File: config.mk
export PLATFORM = sky130hd
export DESIGN_NAME = i2s_rx
export DESIGN_NICKNAME = d
export VERILOG_FILES = /design/src/rtl/i2s_rx.sv
export SDC_FILE = /design/constraint.sdc
export NUM_CORES = 1
export LEC_CHECK = 0
export ABC_CLOCK_PERIOD_IN_PS = 2100
export CAP_MARGIN = 0
export CORE_MARGIN = 2
export CORE_UTILIZATION = 40
export CTS_CLUSTER_SIZE = 30
export DETAILED_ROUTE_END_ITERATION = 7
export PLACE_DENSITY_LB_ADDON = 0.05
export RECOVER_POWER = 50
export REMOVE_ABC_BUFFERS = 1
export SYNTH_ARGS = -nofsm -noshare
export SYNTH_HDL_FRONTEND = slang
export SYNTH_SLANG_ARGS = --single-unit
File: constraint.sdc
create_clock -name clk32 -period 2.1 [get_ports clk32]
set_input_delay 0.315 -clock clk32 [delete_from_list [all_inputs] [get_ports clk32]]
set_output_delay 0.315 -clock clk32 [all_outputs]
set_load 0.03 [all_outputs]
File: src/rtl/i2s_rx.sv
// i2s_rx: Philips I2S receiver, 16-bit stereo pairs on clk32; define I2S_RX_FIFO_EN for a 4-entry pair FIFO instead of one holding register
module i2s_rx #(
  parameter int TIMEOUT = 255
) (
  input  logic        clk32,
  input  logic        reset,
  input  logic        i2s_bck,
  input  logic        i2s_ws,
  input  logic        i2s_din,
  output logic [15:0] audio_l,
  output logic [15:0] audio_r,
  output logic        audio_valid,
  input  logic        audio_ready,
  output logic        locked,
  output logic        overrun,
  output logic        frame_err
);
  localparam int TW = $clog2(TIMEOUT + 1);
  typedef enum logic {UNLOCKED, CAPTURE} state_t;
  state_t state, state_nx;
  logic [1:0] bck_q, ws_q, din_q;
  logic bck_d, ws_prev, pend;
  logic [4:0] bit_cnt;
  logic [15:0] sr, left_w, word;
  logic [TW-1:0] to_cnt;
  logic bck_rise, ws_chg, done, short_w, push, timeout;
  always_comb begin
    bck_rise = bck_q[1] & ~bck_d;
    ws_chg = ws_q[1] != ws_prev;
    word = bit_cnt[4] ? sr : {sr[14:0], din_q[1]};
    done = state == CAPTURE && bck_rise && ws_chg;
    short_w = done && bit_cnt < 5'd15;
    push = done && !short_w && ws_prev && pend;
    timeout = state == CAPTURE && !bck_rise && to_cnt == TW'(TIMEOUT - 1);
    state_nx = state == UNLOCKED ? (bck_rise && ws_chg ? CAPTURE : UNLOCKED) : (timeout ? UNLOCKED : CAPTURE);
  end
  always_ff @(posedge clk32)
    state <= reset ? UNLOCKED : state_nx;
  assign locked = state == CAPTURE;
  always_ff @(posedge clk32) begin
    if (reset) begin
      bck_q <= '0;
      ws_q <= '0;
      din_q <= '0;
      bck_d <= 1'b0;
      ws_prev <= 1'b0;
      to_cnt <= '0;
      bit_cnt <= '0;
      sr <= '0;
      left_w <= '0;
      pend <= 1'b0;
      frame_err <= 1'b0;
    end else begin
      bck_q <= {bck_q[0], i2s_bck};
      ws_q <= {ws_q[0], i2s_ws};
      din_q <= {din_q[0], i2s_din};
      bck_d <= bck_q[1];
      if (bck_rise) ws_prev <= ws_q[1];
      to_cnt <= (state == CAPTURE && !bck_rise) ? to_cnt + 1'b1 : '0;
      // the bit sampled on the ws-change edge belongs to the slot just ending
      if (state == UNLOCKED || (bck_rise && ws_chg)) bit_cnt <= '0;
      else if (bck_rise && !bit_cnt[4]) begin
        sr <= word;
        bit_cnt <= bit_cnt + 1'b1;
      end
      if (timeout || short_w || push) pend <= 1'b0;
      else if (done && !ws_prev) begin
        pend <= 1'b1;
        left_w <= word;
      end
      frame_err <= short_w;
    end
  end
`ifdef I2S_RX_FIFO_EN
  logic [31:0] mem [4];
  logic [1:0] wp, rp;
  logic [2:0] cnt;
  logic pop, wr;
  always_comb begin
    pop = audio_valid && audio_ready;
    wr = push && (!cnt[2] || pop);
  end
  assign audio_valid = cnt != 3'd0;
  assign {audio_l, audio_r} = mem[rp];
  always_ff @(posedge clk32) begin
    if (reset) begin
      mem <= '{default: '0};
      wp <= '0;
      rp <= '0;
      cnt <= '0;
      overrun <= 1'b0;
    end else begin
      if (wr) begin
        mem[wp] <= {left_w, word};
        wp <= wp + 1'b1;
      end
      if (pop) rp <= rp + 1'b1;
      cnt <= cnt + 3'(wr) - 3'(pop);
      if (push && !wr) overrun <= 1'b1;
    end
  end
`else
  logic [31:0] hold;
  assign {audio_l, audio_r} = hold;
  always_ff @(posedge clk32) begin
    if (reset) begin
      hold <= '0;
      audio_valid <= 1'b0;
      overrun <= 1'b0;
    end else begin
      if (push) hold <= {left_w, word};
      if (push && audio_valid && !audio_ready) overrun <= 1'b1;
      audio_valid <= push || (audio_valid && !audio_ready);
    end
  end
`endif
endmodule
# == After elaboration in Yosys (flattened, before gate mapping) ==
# Index checks and enable logic that the tools add are counted.
# totals
ff_bits,90
in_bits,6
output_inout_bits,36
wordCells,58
# op_classes
addsub,2
order_cmp,1
n_eq_ne,2
muxes,4
bitwise_logic,6
reduce_logical,28
# ops
cell,n
16-bit two-way mux,1
1-bit logical AND,14
"8-bit by 1-bit adder with 8-bit output, second input constant",1
"8-bit == test, second input constant",1
2-bit OR reduction,3
"5-bit by 1-bit adder with 5-bit output, second input constant",1
1-bit logical NOT,5
"5-bit by 4-bit < comparator with 1-bit output, second input constant",1
1-bit inverter,5
1-bit logical OR,4
2-bit AND reduction,2
1-bit two-way mux,3
1-bit AND,1
1-bit inequality test,1

# == Depth between registers and ports, before layout ==
# Gate-level depths: netlist (run 1).
# depth
word_depth,12
ltp_mapped,5
ltp_nobuf,5

# == Worst setup path after synthesis (run 1) ==
# Ideal clock, no wire load.
# synth_path
path_type,register to register
startpoint,register state (netlist: locked)
endpoint,register sr[10]
setup_time_ps,72
t_arrival_ps,1677
t_required_ps,2028
path_slack_ps,352
stages_incl_launch_ff,5
n_path_buf,1
period_less_slack_ps,1748
cell_sequence,dfxtp_1 > nand3b_1 > nor3_2 > buf_4 > mux2i_1
# synth_between
elab_chain_cells,4
# synth_rtl
element,line_no,source
from (decl),20,"state_t state, state_nx;"
from (signal assigned),38,state <= reset ? UNLOCKED : state_nx;
1-bit inverter,61,if (state == UNLOCKED || (bck_rise && ws_chg)) bit_cnt <= '0;
1-bit logical OR,61,
1-bit inverter (no source line),n/a,
2-bit AND reduction (no source line),n/a,
to (signal assigned),63,sr <= word;
to (decl),24,"logic [15:0] sr, left_w, word;"
# Every way passes these cells.
# A chain may end at the register's enable or synchronous reset.

# == Final worst setup path (run 1) ==
# layout_path
startpoint,register bit_cnt[2]
endpoint,register overrun
# layout_between
elab_chain_cells,8
# layout_rtl
element,line_no,source
from (decl),23,logic [4:0] bit_cnt;
from (signal assigned),64,bit_cnt <= bit_cnt + 1'b1;
5-bit by 4-bit < comparator with 1-bit output,32,short_w = done && bit_cnt < 5'd15;
1-bit logical AND,32,
1-bit logical NOT,33,push = done && !short_w && ws_prev && pend;
1-bit logical AND (3 in a row),33,
1-bit logical AND (2 in a row),112,if (push && audio_valid && !audio_ready) overrun <= 1'b1;
to (signal assigned),109,overrun <= 1'b0;
to (signal assigned),112,
to (decl),15,"output logic overrun,"
# Every way passes these cells.

==> impl_metrics.toml, run 1 <==
[power_and_ir_drop]
netSwitchingPower_uw = 657.2
power_report.internal_total_mw = 2.196
comb_power_share = 0.021
pwr-share-seq = 0.601
power.switching_fraction = 0.2303
totalPowerFinal_mw = 2.854
ir_worst_vdd_mv = 0.3299
clock_power_share = 0.378
static-leakage-power_nw = 1.755
p_per_area_mw_per_mm2 = 679.8

[routing]
routed-via-count = 2409
drt_first_pass_iters = 4
route.final.wire_length_um = 6276
wire_per_inst_um = 12.53
drtIter0Drc = 71
vias_per_cell = 4.808
post-route-drc-count = 0
antenna_violating_nets_post_route = 0

[final_layout]
fin_area_mm2 = 0.004198
layout-area-overhead-vs-synth_pct = 18.51
finish.net_count = 398
layout-drive-gt1-share = 0.1018
fillers = 829
layout.core_utilization = 0.4861
antennaDiodeCount = 0

[run_status]
status = "finished, final reports clean"

[yosys]
yosysWarningCount = 0
postSynthAreaPerCell_um2 = 10.21
synth_most_common_cell = "sky130_fd_sc_hd__dfxtp_1"
yosysUniqueCellTypes = 37
yosys_register_bits = 90
yosys-top-cells-area = "sky130_fd_sc_hd__dfxtp_1 (51%), sky130_fd_sc_hd__mux2i_1 (18%), sky130_fd_sc_hd__nand2_1 (9.4%), sky130_fd_sc_hd__mux2_2 (5.1%), sky130_fd_sc_hd__nor2b_1 (1.6%)"
synth_top_cell_area_share = 0.5087
ys.flop_type = "sky130_fd_sc_hd__dfxtp_1"
most_instantiated_cells_after_synthesis = "sky130_fd_sc_hd__dfxtp_1 (90), sky130_fd_sc_hd__nand2_1 (89), sky130_fd_sc_hd__mux2i_1 (64), sky130_fd_sc_hd__mux2_2 (16), sky130_fd_sc_hd__clkbuf_1 (10)"
post_synth_inst_count = 347
synth_async_sr_flop_share = 0
synth-seq-area-share = 0.5087
synth.cell_area_mm2 = 0.003542
synth_top_cell_by_area = "sky130_fd_sc_hd__dfxtp_1"
number_of_enable_type_register_cells_in_the_synthesized_netlist = 0

[sta]
setup_total_negative_slack_ns = 0
finalSetupViolCount = 0
relSlewSlack = 0.5294
hold_slack_ns = 0.4394
clock_skews_ns = 0.01305
rsz_0062_raised_after_global_routing = "no"
min_period_over_period = 0.8709
timing.final.crit_period_ns = 1.829
drv_slew = 0
timing_hold_violations_final = 0
worst_pin_slew_ns = 0.7059
maxClockFrequency_mhz = 546.8

[floorplanning]
die_width_um = 98.10
floorplan.core_area_mm2 = 0.008636
die_height_um = 98.10
ios = 42
start_util = 0.4102
placement_rows = 34
floorplan.die_area_mm2 = 0.009624

[critical_path]
critPathRequiredTime_ns = 2.36
worst_setup_path_start_kind = "flip-flop"
critical_path_class = "reg2reg"
data_arrival_time_of_the_critical_path_ns = 2.09
critical_path.endpoint_type = "flip-flop"
worst-path-max-fanout = 18

[grt]
grt_pass1_wl_um = 11160
grt_max_degree = 57
grt.busiest_layer = "met2"
antenna_found_initial = 0
groute.layer.met2.usage = 0.2150
via_count_of_the_first_global_routing_pass = 2430
grt_overflow_total = 0
grt.met3_usage = 0.03221
grt_use_met1 = 0.1904
grt_use_total = 0.1422

[clock_network]
cts_setup_buffers = 0
cts_inserted_buffers = 9
clockBufferDepth = 2
cts_tree = "built"
cts_num_sinks = 90
cts_repair_resize_count = 0
worstSkewPairLatency_ns = 0.35
cts.htree.levels = 3
cts_root_buffer = "sky130_fd_sc_hd__clkbuf_8"
clkSlewWorstSetupHoldPaths_ns = 0.09
cts-hold-fix-buffers = 0

[placement]
global_placement_routability_congestion = 0.7579
dpl.hpwl_um = 4170
numPortBuffers = 41
instance_area_after_placement_mm2 = 0.004039

[min_path]
worstHoldPathType = "reg2reg"

[flow_run]
maxCapViolCount = 0
## cells by family after synthesis
logic type / after synthesis / synth area share
simple gates: 126 / 0.1593
flops: 90 / 0.5087
mux: 80 / 0.2317
buf+inv: 21 / 0.03850
compound gates: 20 / 0.03391
xor+xnor: 7 / 0.01731
fa+ha+maj: 3 / 0.01060
## routing by layer
metal  vias to the layer above  share of wire
met1                      1094           0.51
met5                         -              0
met4                         0          0.022
li1                       1260              -
met3                        11          0.036
met2                        44           0.43
## final timing paths
path / startpoint / endpoint / slack (ns) / cells past startpoint
setup / recovery: bit_cnt[2] / overrun / 0.27 / 4
hold / removal: bck_q[0] / bck_q[1] / 0.44 / 1
setup reg to reg: bit_cnt[2] / overrun / 0.27 / 4
hold reg to reg: bck_q[0] / bck_q[1] / 0.44 / 1
## sequential cells by signal, indices dropped and copies added (netlist names)
register	count
audio_valid	1
bck_d	1
bck_q	2
bit_cnt	5
din_q	2
frame_err	1
hold	32
left_w	16
locked	1
overrun	1
pend	1
sr	16
to_cnt	8
ws_prev	1
ws_q	2
## worst max-delay path, stage by stage, from the launching register on
cell and delay, ns:
sky130_fd_sc_hd__dfxtp_1 0.40, sky130_fd_sc_hd__a41o_1 0.23, sky130_fd_sc_hd__or4b_2 0.62, sky130_fd_sc_hd__buf_4 0.26, sky130_fd_sc_hd__o31ai_1 0.24
## layout by cell type, fill, tap and decap left out, types with 3 or more instances in the layout
master                            count
sky130_fd_sc_hd__dlygate4sd3_1        8
sky130_fd_sc_hd__clkbuf_8            10
sky130_fd_sc_hd__clkdlybuf4s50_1     33
sky130_fd_sc_hd__nand3_1              4
sky130_fd_sc_hd__ha_1                 3
sky130_fd_sc_hd__o21ai_0              6
sky130_fd_sc_hd__dfxtp_1             90
sky130_fd_sc_hd__mux2_2              16
sky130_fd_sc_hd__nand2_1             89
sky130_fd_sc_hd__clkinvlp_4           3
sky130_fd_sc_hd__buf_4                4
sky130_fd_sc_hd__nor2_1               8
sky130_fd_sc_hd__xnor2_1              4
sky130_fd_sc_hd__xor2_1               3
sky130_fd_sc_hd__or3_1                3
sky130_fd_sc_hd__a21oi_1              8
sky130_fd_sc_hd__nor2b_1              9
sky130_fd_sc_hd__clkbuf_1             3
sky130_fd_sc_hd__mux2i_1             64
## power groups by stage
stage | logic, mW | clock network (mW) | registers [mW]
5_1_grt | 0.0673 | 1.20 | 1.72
4_1_cts | 0.0633 | 1.13 | 1.72
6_report | 0.0602 | 1.08 | 1.72
3_3_place_gp | 0.0636 | 0 | 1.76
2_1_floorplan | 0.0306 | 0 | 1.76
3_5_place_dp | 0.0632 | 0 | 1.76
## layout make-up
| cell class | count | area (µm²) | share of cell area |
|---|---|---|---|
| tap | 108 | 135.1 | 0.03219 |
| multi-input combinational | 236 | 1599 | 0.3809 |
| timing repair buffer | 50 | 476.7 | 0.1136 |
| inverter | 2 | 7.507 | 0.001788 |
| sequential | 90 | 1802 | 0.4292 |
| clock buffer | 10 | 137.6 | 0.03279 |
| clock inverter | 5 | 40.04 | 0.009538 |
## metrics by stage
step / setup WS (ns) / std cells
2_1_floorplan: -0.4094 / 328
5_1_grt: 0.1188 / 501
4_1_cts: 0.2382 / 501
3_3_place_gp: 0.3150 / 486
3_5_place_dp: 0.2646 / 486
6_report: 0.2711 / 501
Note: power is estimated with default switching activity, not from simulation.
==> run 2, diff against run 1 <==
- ABC_CLOCK_PERIOD_IN_PS: 2100 -> 1600
- clock period: 2.1 -> 1.6 ns (I/O delays scaled with it)
==> run 2 against run 1 <==
Compared with the run above:
- register-to-register slack got worse by 0.22 ns
- total power increased by 41%
- final cell count grew 2.8%
- clock-buffer cell count did not move
- largest power group unchanged
- worst hold slack got worse by 0.0047 ns
- clock skew is 0.0042 ns lower
- non-clock buffer count rose by 13
- critical path type unchanged
- global-route usage up 0.51 points
==> impl_metrics.toml, run 2 (synthesized netlist as in run 1, its figures left out) <==
[floorplanning]
ios = 42
floorplan.die_area_mm2 = 0.009624
placement_rows = 34
die_width_um = 98.10
floorplan.core_area_mm2 = 0.008636
start_util = 0.4102
die_height_um = 98.10

[sta]
finalSetupViolCount = 0
timing.final.crit_period_ns = 1.551
clock_skews_ns = 0.008840
min_period_over_period = 0.9697
postLayoutSetupSlackWorst_ns = 0.04854
drv_slew = 0
relSlewSlack = 0.6453
rsz_0062_raised_after_global_routing = "no"
maxClockFrequency_mhz = 644.6
worst_pin_slew_ns = 0.5265
timing_hold_violations_final = 0

[routing]
vias_per_cell = 4.866
route.final.wire_length_um = 6787
drt_first_pass_iters = 4
drtIter0Drc = 79
post-route-drc-count = 0
routed-via-count = 2506
antenna_violating_nets_post_route = 0
wire_per_inst_um = 13.18

[clock_network]
cts.htree.levels = 3
cts-hold-fix-buffers = 0
cts_tree = "built"
clockBufferDepth = 2
cts_inserted_buffers = 9
clkSlewWorstSetupHoldPaths_ns = 0.08
cts_num_sinks = 90
worstSkewPairLatency_ns = 0.36
cts_root_buffer = "sky130_fd_sc_hd__clkbuf_8"

[power_and_ir_drop]
ir_worst_vdd_mv = 0.5096
p_per_area_mw_per_mm2 = 917.0
totalPowerFinal_mw = 4.031
static-leakage-power_nw = 2.037

[grt]
grt_overflow_total = 0
via_count_of_the_first_global_routing_pass = 2424
grt_pass1_wl_um = 11310
grt_use_total = 0.1473
grt_max_degree = 45
antenna_found_initial = 0

[critical_path]
worst-path-max-fanout = 5
timing.critical_path.buf_inv = 1
critical_path.cell_chain = "a41o_1 > or4b_4 > buf_12 > o31ai_4"
critPathRequiredTime_ns = 1.87
cpLargestDelayFamily = "simple AND/OR/NAND/NOR gates"
cpPeakStageDelay_ns = 0.56
critical_path_class = "reg2reg"
worst_setup_path_start_kind = "flip-flop"
critical_path.endpoint_type = "flip-flop"
critical-path-slowest-cell = "sky130_fd_sc_hd__or4b_4"
data_arrival_time_of_the_critical_path_ns = 1.82

[final_layout]
most-common-layout-cells = "sky130_fd_sc_hd__nand2_1 (89), sky130_fd_sc_hd__dfxtp_1 (88), sky130_fd_sc_hd__mux2i_1 (64), sky130_fd_sc_hd__dlygate4sd2_1 (35), sky130_fd_sc_hd__mux2_2 (16)"
top_regs = "hold x32, left_w x16, sr x16"
final_common_cell = "sky130_fd_sc_hd__nand2_1"
antennaDiodeCount = 0
flip_flop_count_of_the_largest_register_all_copies_and_words_added = 32
finish.net_count = 411
layout-drive-gt1-share = 0.1376
register_bank_with_the_most_flops = "hold"
layout-area-overhead-vs-synth_pct = 24.09

[placement]
global_placement_routability_congestion = 0.7348
numPortBuffers = 41
preCtsSetupSlack_ns = -0.1119
dpl.hpwl_um = 4211

[run_status]
status = "finished, final reports clean"

[min_path]
worstHoldPathType = "in2reg"

[flow_run]
maxCapViolCount = 0
[run 2: through the flow]
stage | hold WS, ns | area, µm² | TNS, ns | std cells | utilization
2_1_floorplan | 0.3091 | 3413 | -43.73 | 328 | -
3_3_place_gp | 0.4351 | 4151 | -1.065 | 496 | 0.4807
3_5_place_dp | 0.4345 | 4151 | -1.641 | 496 | 0.4807
4_1_cts | 0.4181 | 4357 | 0 | 513 | 0.5045
5_1_grt | 0.4319 | 4395 | 0 | 515 | 0.5090
6_report | 0.4347 | 4395 | 0 | 515 | 0.5090
[run 2: final timing paths]
| kind | endpoint | from | depth (start not counted) | slack, ns |
|---|---|---|---|---|
| max | overrun | bit_cnt[2] | 4 | 0.05 |
| min | ws_q[0] | i2s_ws | 2 | 0.43 |
| max reg2reg | overrun | bit_cnt[2] | 4 | 0.05 |
| min reg2reg | ws_q[1] | ws_q[0] | 1 | 0.45 |
[run 2: final cells by class]
cell class,count,area [µm²]
fill,817,4240
sequential,90,1804
multi-input combinational,236,1617
timing repair buffer,63,614.3
tap,108,135.1
clock buffer,10,127.6
clock inverter,6,90.09
inverter,2,7.507
[run 2: where the power goes]
part / total (mW) / switching, mW / internal (mW)
registers: 2.25 / 0.00301 / 2.25
clock network: 1.69 / 0.804 / 0.886
logic: 0.0916 / 0.0546 / 0.0370
total: 4.03 / 0.862 / 3.17
[run 2: routing by layer]
layer | GRT usage | routed length [µm] | up-vias
li1 | - | - | 1292
met1 | 0.1935 | 3475 | 1155
met2 | 0.2250 | 2942 | 49
met3 | 0.03579 | 232 | 10
met4 | 0.07692 | 137 | 0
met5 | 0 | 0 | -
[run 2: repair_timing]
item	4_1_cts	5_1_grt
pin swaps	0	1
endpoints found under the setup margin	69	2
cloned	1	2
setup buffers	0	0
resized for setup	37	5
==> run 3, diff against run 2 <==
- SLEW_MARGIN: unset -> 0
==> results of run 3 <==
Final layout, timing and power as in run 2 (identical DEF).
